**src/rtl/side_effect_arbiter.sv**
```systemverilog
// side_effect_arbiter: serialises side-effecting calls (display, DPI void,
// DPI with return value) from NUM_REQ processes onto a single host channel.
// Requesters are served round-robin, one call in flight at a time. Each call
// completes with a one-cycle rsp_valid pulse to its requester.
module side_effect_arbiter #(
    parameter int NUM_REQ = 4,
    parameter int ARG_W   = 32,
    parameter int TIMEOUT = 255
) (
    input  logic                       clk,
    input  logic                       rst_n,
    input  logic [NUM_REQ-1:0]         req_valid,
    input  logic [2*NUM_REQ-1:0]       req_kind,
    input  logic [ARG_W*NUM_REQ-1:0]   req_arg,
    output logic [NUM_REQ-1:0]         req_ready,
    output logic [NUM_REQ-1:0]         rsp_valid,
    output logic [ARG_W-1:0]           rsp_data,
    output logic                       host_valid,
    input  logic                       host_ready,
    output logic [$clog2(NUM_REQ)-1:0] host_id,
    output logic [1:0]                 host_kind,
    output logic [ARG_W-1:0]           host_arg,
    input  logic                       host_done,
    input  logic [ARG_W-1:0]           host_ret,
    input  logic                       err_clr,
    output logic                       err_timeout,
    output logic                       err_kind
);

    localparam int              ID_W      = $clog2(NUM_REQ);
    localparam logic [ID_W:0]   NUM_REQ_L = (ID_W+1)'(NUM_REQ);
    localparam logic [15:0]     TIMEOUT_L = 16'(TIMEOUT);

    localparam logic [1:0] KIND_DISPLAY = 2'b00;
    localparam logic [1:0] KIND_RET     = 2'b10;
    localparam logic [1:0] KIND_RSVD    = 2'b11;

    typedef enum logic [1:0] {
        IDLE,
        ISSUE,
        WAIT,
        RESP
    } state_t;

    state_t             state;
    logic [ID_W-1:0]    ptr;
    logic [15:0]        count;

    logic               win_found;
    logic [ID_W-1:0]    win_id;
    logic [ID_W-1:0]    cand;
    logic [1:0]         win_kind;
    logic [ARG_W-1:0]   win_arg;

    // Reduce a value in [0, 2*NUM_REQ) to a requester index.
    function automatic logic [ID_W-1:0] wrap_id(input logic [ID_W:0] v);
        if (v >= NUM_REQ_L) begin
            return ID_W'(v - NUM_REQ_L);
        end
        return ID_W'(v);
    endfunction

    function automatic logic [NUM_REQ-1:0] onehot(input logic [ID_W-1:0] id);
        return NUM_REQ'(1) << id;
    endfunction

    // Round-robin search: first asserted requester at or above ptr, wrapping.
    always_comb begin
        win_found = 1'b0;
        win_id    = '0;
        cand      = '0;
        for (int i = 0; i < NUM_REQ; i++) begin
            cand = wrap_id({1'b0, ptr} + (ID_W+1)'(i));
            if (!win_found && req_valid[cand]) begin
                win_found = 1'b1;
                win_id    = cand;
            end
        end
    end

    // Pick the winner's kind and argument out of the packed request buses.
    always_comb begin
        win_kind = '0;
        win_arg  = '0;
        for (int i = 0; i < NUM_REQ; i++) begin
            if (win_id == ID_W'(i)) begin
                win_kind = req_kind[2*i +: 2];
                win_arg  = req_arg[ARG_W*i +: ARG_W];
            end
        end
    end

    // Grant only while idle; held low during reset so every output reads 0.
    always_comb begin
        req_ready = '0;
        if (rst_n && state == IDLE && win_found) begin
            req_ready = onehot(win_id);
        end
    end

    // Call-sequencing FSM with all host/response/error outputs registered.
    always_ff @(posedge clk or negedge rst_n) begin
        if (!rst_n) begin
            state       <= IDLE;
            ptr         <= '0;
            count       <= '0;
            rsp_valid   <= '0;
            rsp_data    <= '0;
            host_valid  <= 1'b0;
            host_id     <= '0;
            host_kind   <= '0;
            host_arg    <= '0;
            err_timeout <= 1'b0;
            err_kind    <= 1'b0;
        end else begin
            rsp_valid <= '0;

            // Clear first so that any set further down in this cycle wins.
            if (err_clr) begin
                err_timeout <= 1'b0;
                err_kind    <= 1'b0;
            end

            case (state)
                IDLE: begin
                    if (win_found) begin
                        host_id   <= win_id;
                        host_kind <= win_kind;
                        host_arg  <= win_arg;
                        ptr       <= wrap_id({1'b0, win_id} + (ID_W+1)'(1));
                        if (win_kind == KIND_RSVD) begin
                            // Reserved kind never reaches the host; answer it at once.
                            err_kind  <= 1'b1;
                            rsp_data  <= '0;
                            rsp_valid <= onehot(win_id);
                            state     <= RESP;
                        end else begin
                            host_valid <= 1'b1;
                            state      <= ISSUE;
                        end
                    end
                end

                ISSUE: begin
                    if (host_ready) begin
                        host_valid <= 1'b0;
                        if (host_kind == KIND_DISPLAY) begin
                            // Display needs no completion from the host.
                            rsp_data  <= '0;
                            rsp_valid <= onehot(host_id);
                            state     <= RESP;
                        end else begin
                            count <= '0;
                            state <= WAIT;
                        end
                    end
                end

                WAIT: begin
                    if (host_done) begin
                        // Completion wins over a coinciding timeout expiry.
                        rsp_data  <= (host_kind == KIND_RET) ? host_ret : '0;
                        rsp_valid <= onehot(host_id);
                        state     <= RESP;
                    end else if (count == TIMEOUT_L) begin
                        err_timeout <= 1'b1;
                        rsp_data    <= '0;
                        rsp_valid   <= onehot(host_id);
                        state       <= RESP;
                    end else begin
                        count <= count + 16'd1;
                    end
                end

                RESP: begin
                    count <= '0;
                    state <= IDLE;
                end

                default: begin
                    state <= IDLE;
                end
            endcase
        end
    end

endmodule

```
**config.mk**
```make
export PLATFORM = sky130hd
export DESIGN_NAME = side_effect_arbiter
export DESIGN_NICKNAME = d
export VERILOG_FILES = /design/src/rtl/side_effect_arbiter.sv
export SDC_FILE = /design/constraint.sdc
export NUM_CORES = 1
export LEC_CHECK = 0
export CAP_MARGIN = 25
export CORE_MARGIN = 5
export CORE_UTILIZATION = 25
export DETAILED_ROUTE_END_ITERATION = 10
export GPL_ROUTABILITY_DRIVEN = 1
export PLACE_DENSITY = 0.55
export SLEW_MARGIN = 5
export SYNTH_ARGS = -nofsm -noshare
export SYNTH_HDL_FRONTEND = slang
export SYNTH_SLANG_ARGS = --single-unit
export TNS_END_PERCENT = 50
```
**constraint.sdc**
```tcl
create_clock -name clk -period 3.5 [get_ports clk]
set_input_delay 0.7 -clock clk [delete_from_list [all_inputs] [get_ports clk]]
set_output_delay 0.7 -clock clk [all_outputs]
set_load 0.005 [all_outputs]
```
==> run summary <==
Die width -> 158.4 microns
Inserted Clock Buffers -> 9
RSZ-0062 raised after global routing -> false
Die H -> 158.4 microns
Hold Path Class -> in2async
Sequential Power Share -> 26.8%
Mapped Nets -> 835
Post-synthesis mux area share -> 6.183%
Logic pwr share -> 55.3%
Total Routing Usage GR -> 15.27%
CTS hold repair buffers -> 0
Layout cells sized above 1 -> 7.921%
Switching power -> 2.346 mW
Worst rel slew slack -> 52.31%
CTS max path bufs -> 2
Leak Pwr -> 3.672 nW
Largest net degree at the start of global routing -> 74
Vias in the first global route -> 5,551
FILL cells -> 2,233
Cell-internal power -> 3.502 mW
Vias per cell -> 4.664
Nets -> 1,091
Worst Tran Pin Value -> 0.7154 ns
CTS clk-pin slew, worst paths -> 0.08 ns
Status -> complete, no violations
DR vias -> 5,545
Final hold slack -> 0.2478 ns
Initial antenna violation count -> 0
Fin. max-slew vios -> 0
Hold Vio Cnt, Final -> 0
Setup crit end kind -> primary output
Tmin final -> 3.396 ns
WS Path Type -> in2out
Layout area overhead -> 61.26%
Main area contributors after synthesis -> dfrtp_1 (43%), nand2_1 (8.3%), mux2i_1 (6.2%)
CP startpoint kind -> input port
Dpl hpwl -> 14.90 mm
Max Freq -> 294.5 MHz
Clk_lat worst skew -> 0.34 ns
Worst EP required -> 2.80 ns
Post-synthesis xor/xnor area fraction -> 1.432%
Clock share of power -> 17.9%
Peak supply drop -> 508.8 uV
CTS tree -> built
Post-synth EDFFs -> 0
Netlist cell types -> 55
Maxcap violations -> 0
Total congestion overflow -> 0
Register area share after synthesis -> 43.19%
Synth Area in Simple Gates -> 20.50%
# IOs -> 256
Drt initial violations -> 292
PD cells -> 658.8 nW/um^2
Fin crit share -> 97.03%
TritonCTS Sinks -> 95
Synth Area in Adders -> 2.273%
Syn Area/Cell -> 8.494 sq um
Compound-Gate Fraction of Synth Area -> 18.75%
Final ANT Viol Nets -> 0
Storage cell area -> 2377 sq um
Main combinational cell family by area after synthesis -> simple AND/OR/NAND/NOR gates
Die Area -> 25,080 sq um
Core ar. -> 21,760 sq um
I/O Buffers -> 255
Post-Syn Area -> 5504 sq um
Worst R2R End -> rsp_data[26]
Top_reg_cell synth -> dfrtp_1
Synthesized instance count -> 648
Reg2Reg Depth -> 12
Flop2flop setup slack -> 0.54 ns
Area leader, netlist -> dfrtp_1
Routability cong. -> 0.8345
Area of the multi-input gates -> 2753 sq um
FFs w/ async S/R, synth -> 100.0%
First-pass GRT wire length -> 30.51 mm
Worst EP arrival -> 2.70 ns
Most frequent cells in the layout -> clkdlybuf4s50_1 (248), nand2_1 (121), dfrtp_1 (95)
Area share of the largest cell type after synthesis -> 43.19%
Placed cell area -> 8506 sq um
CP Max Fanout -> 5
1st-pass router iterations -> 4
# DRC -> 0
Initial Util -> 25.30%
Routed wire length -> 19.62 mm
Synth warn -> 0
Clock skew -> 0.008883 ns
# diodes -> 0
Reg2reg start -> ptr[1]
Num rows -> 54
Final number of setup-violating endpoints -> 0
Wire length per cell -> 16.50 microns
Flops & latches, synth -> 95
Final Cell Area -> 8876 sq um
Postcts setup bufs -> 0
Htree depth -> 3
Root buffer cell -> clkbuf_16
Switching portion of total power -> 40.12%
Most common cell after layout, fill and taps aside -> clkdlybuf4s50_1
[power by group through the flow]
stage / registers (mW) / clock network, mW / logic, mW
2_1_floorplan: 1.58 / 0 / 1.87
3_3_place_gp: 1.58 / 0 / 3.26
3_5_place_dp: 1.59 / 0 / 3.27
4_1_cts: 1.57 / 1.10 / 3.29
5_1_grt: 1.61 / 1.14 / 3.59
6_report: 1.57 / 1.05 / 3.23
[state kept, by name, summed over array words and instances (netlist names)]
signal       cells
err_timeout      1
host_kind        2
state            2
host_id          2
ptr              2
host_valid       1
err_kind         1
rsp_data        32
rsp_valid        4
host_arg        32
count           16
[area by class of cell]
| type | count | share of cell area (%) |
|---|---|---|
| Clock inverter | 7 | 0.9586 |
| Multi-Input combinational cell | 456 | 31.01 |
| Sequential cell | 95 | 26.78 |
| Inverter | 50 | 2.114 |
| Timing Repair Buffer | 292 | 32.65 |
| Clock buffer | 9 | 2.537 |
| Tap cell | 280 | 3.947 |
[layer usage]
layer / up-vias / wire length [microns] / global-route usage, %
met3: 14 / 1563 / 4.050
met5: - / 0 / 0
met2: 179 / 9217 / 24.62
met4: 0 / 252 / 4.184
li1: 2783 / - / -
met1: 2569 / 8584 / 20.31
[through the flow]
stage          utilization, %  worst slack (ns)  TNS, ns  instances  total power, mW
5_1_grt                 40.80          0.002190        0       1189            6.338
3_5_place_dp            39.10           -0.3986   -14.07       1172            4.856
3_3_place_gp            39.10           -0.3546   -12.40       1172            4.839
4_1_cts                 40.61           0.02294        0       1188            5.955
2_1_floorplan               -            0.1974        0        648            3.452
6_report                40.80            0.1039        0       1189            5.847
[logic make-up (layout without fill, tap and decap cells)]
group,Yosys count,count (layout)
AND/OR/NAND/NOR,250,250
AO/OA/AOI/OAI,153,153
buffers and inverters,97,358
flip-flops,95,95
multiplexers,34,34
adder cells (fa/ha/maj),10,10
XOR/XNOR,9,9
[worst max path at each step]
stage / startpoint / endpoint / slack [ns] / cells after the start
3_5_place_dp: req_valid[3] / rsp_data[25] / -0.40 / 13
4_1_cts: req_valid[1] / req_ready[1] / 0.02 / 7
5_1_grt: req_valid[1] / rsp_data[22] / 0.002 / 12
3_3_place_gp: req_valid[3] / rsp_data[0] / -0.35 / 13
2_1_floorplan: req_valid[0] / rsp_data[0] / 0.20 / 11
6_report: req_valid[1] / req_ready[0] / 0.10 / 8
[critical path, stage by stage]
cell	delay (ns)
clkdlybuf4s50_1	0.45
or4_4	0.54
and2_4	0.19
inv_1	0.08
buf_4	0.11
ha_2	0.20
and3_1	0.17
dlygate4sd2_1	0.26
[cells in the mapped netlist, types with 2 or more instances]
library cell and number:
inv_1 50, nor2b_1 2, a22o_1 3, nor3_1 2, clkbuf_1 36, nor2_1 53
a311oi_1 32, a21oi_1 38, a21o_1 2, a2111oi_0 3, xnor2_1 9, buf_1 6
o211ai_1 3, or4_1 3, buf_12 3, a41o_1 2, nor3b_1 3, dfrtp_1 95
and2_1 2, nand2b_1 2, o21ai_0 37, ha_1 10, o31ai_1 5, o32ai_1 2
and3_1 5, nand2_1 122, or4_4 2, nand4_1 6, o21a_1 3, mux2i_1 34
nor4_1 2, nand3_1 39, a211oi_1 6, o21ai_1 5
[what timing repair did]
action	CTS	global route
gates resized for setup	9	4
endpoints found under the setup margin	36	34
pin swaps	0	2
No activity file was read; power rests on OpenSTA's default activity.
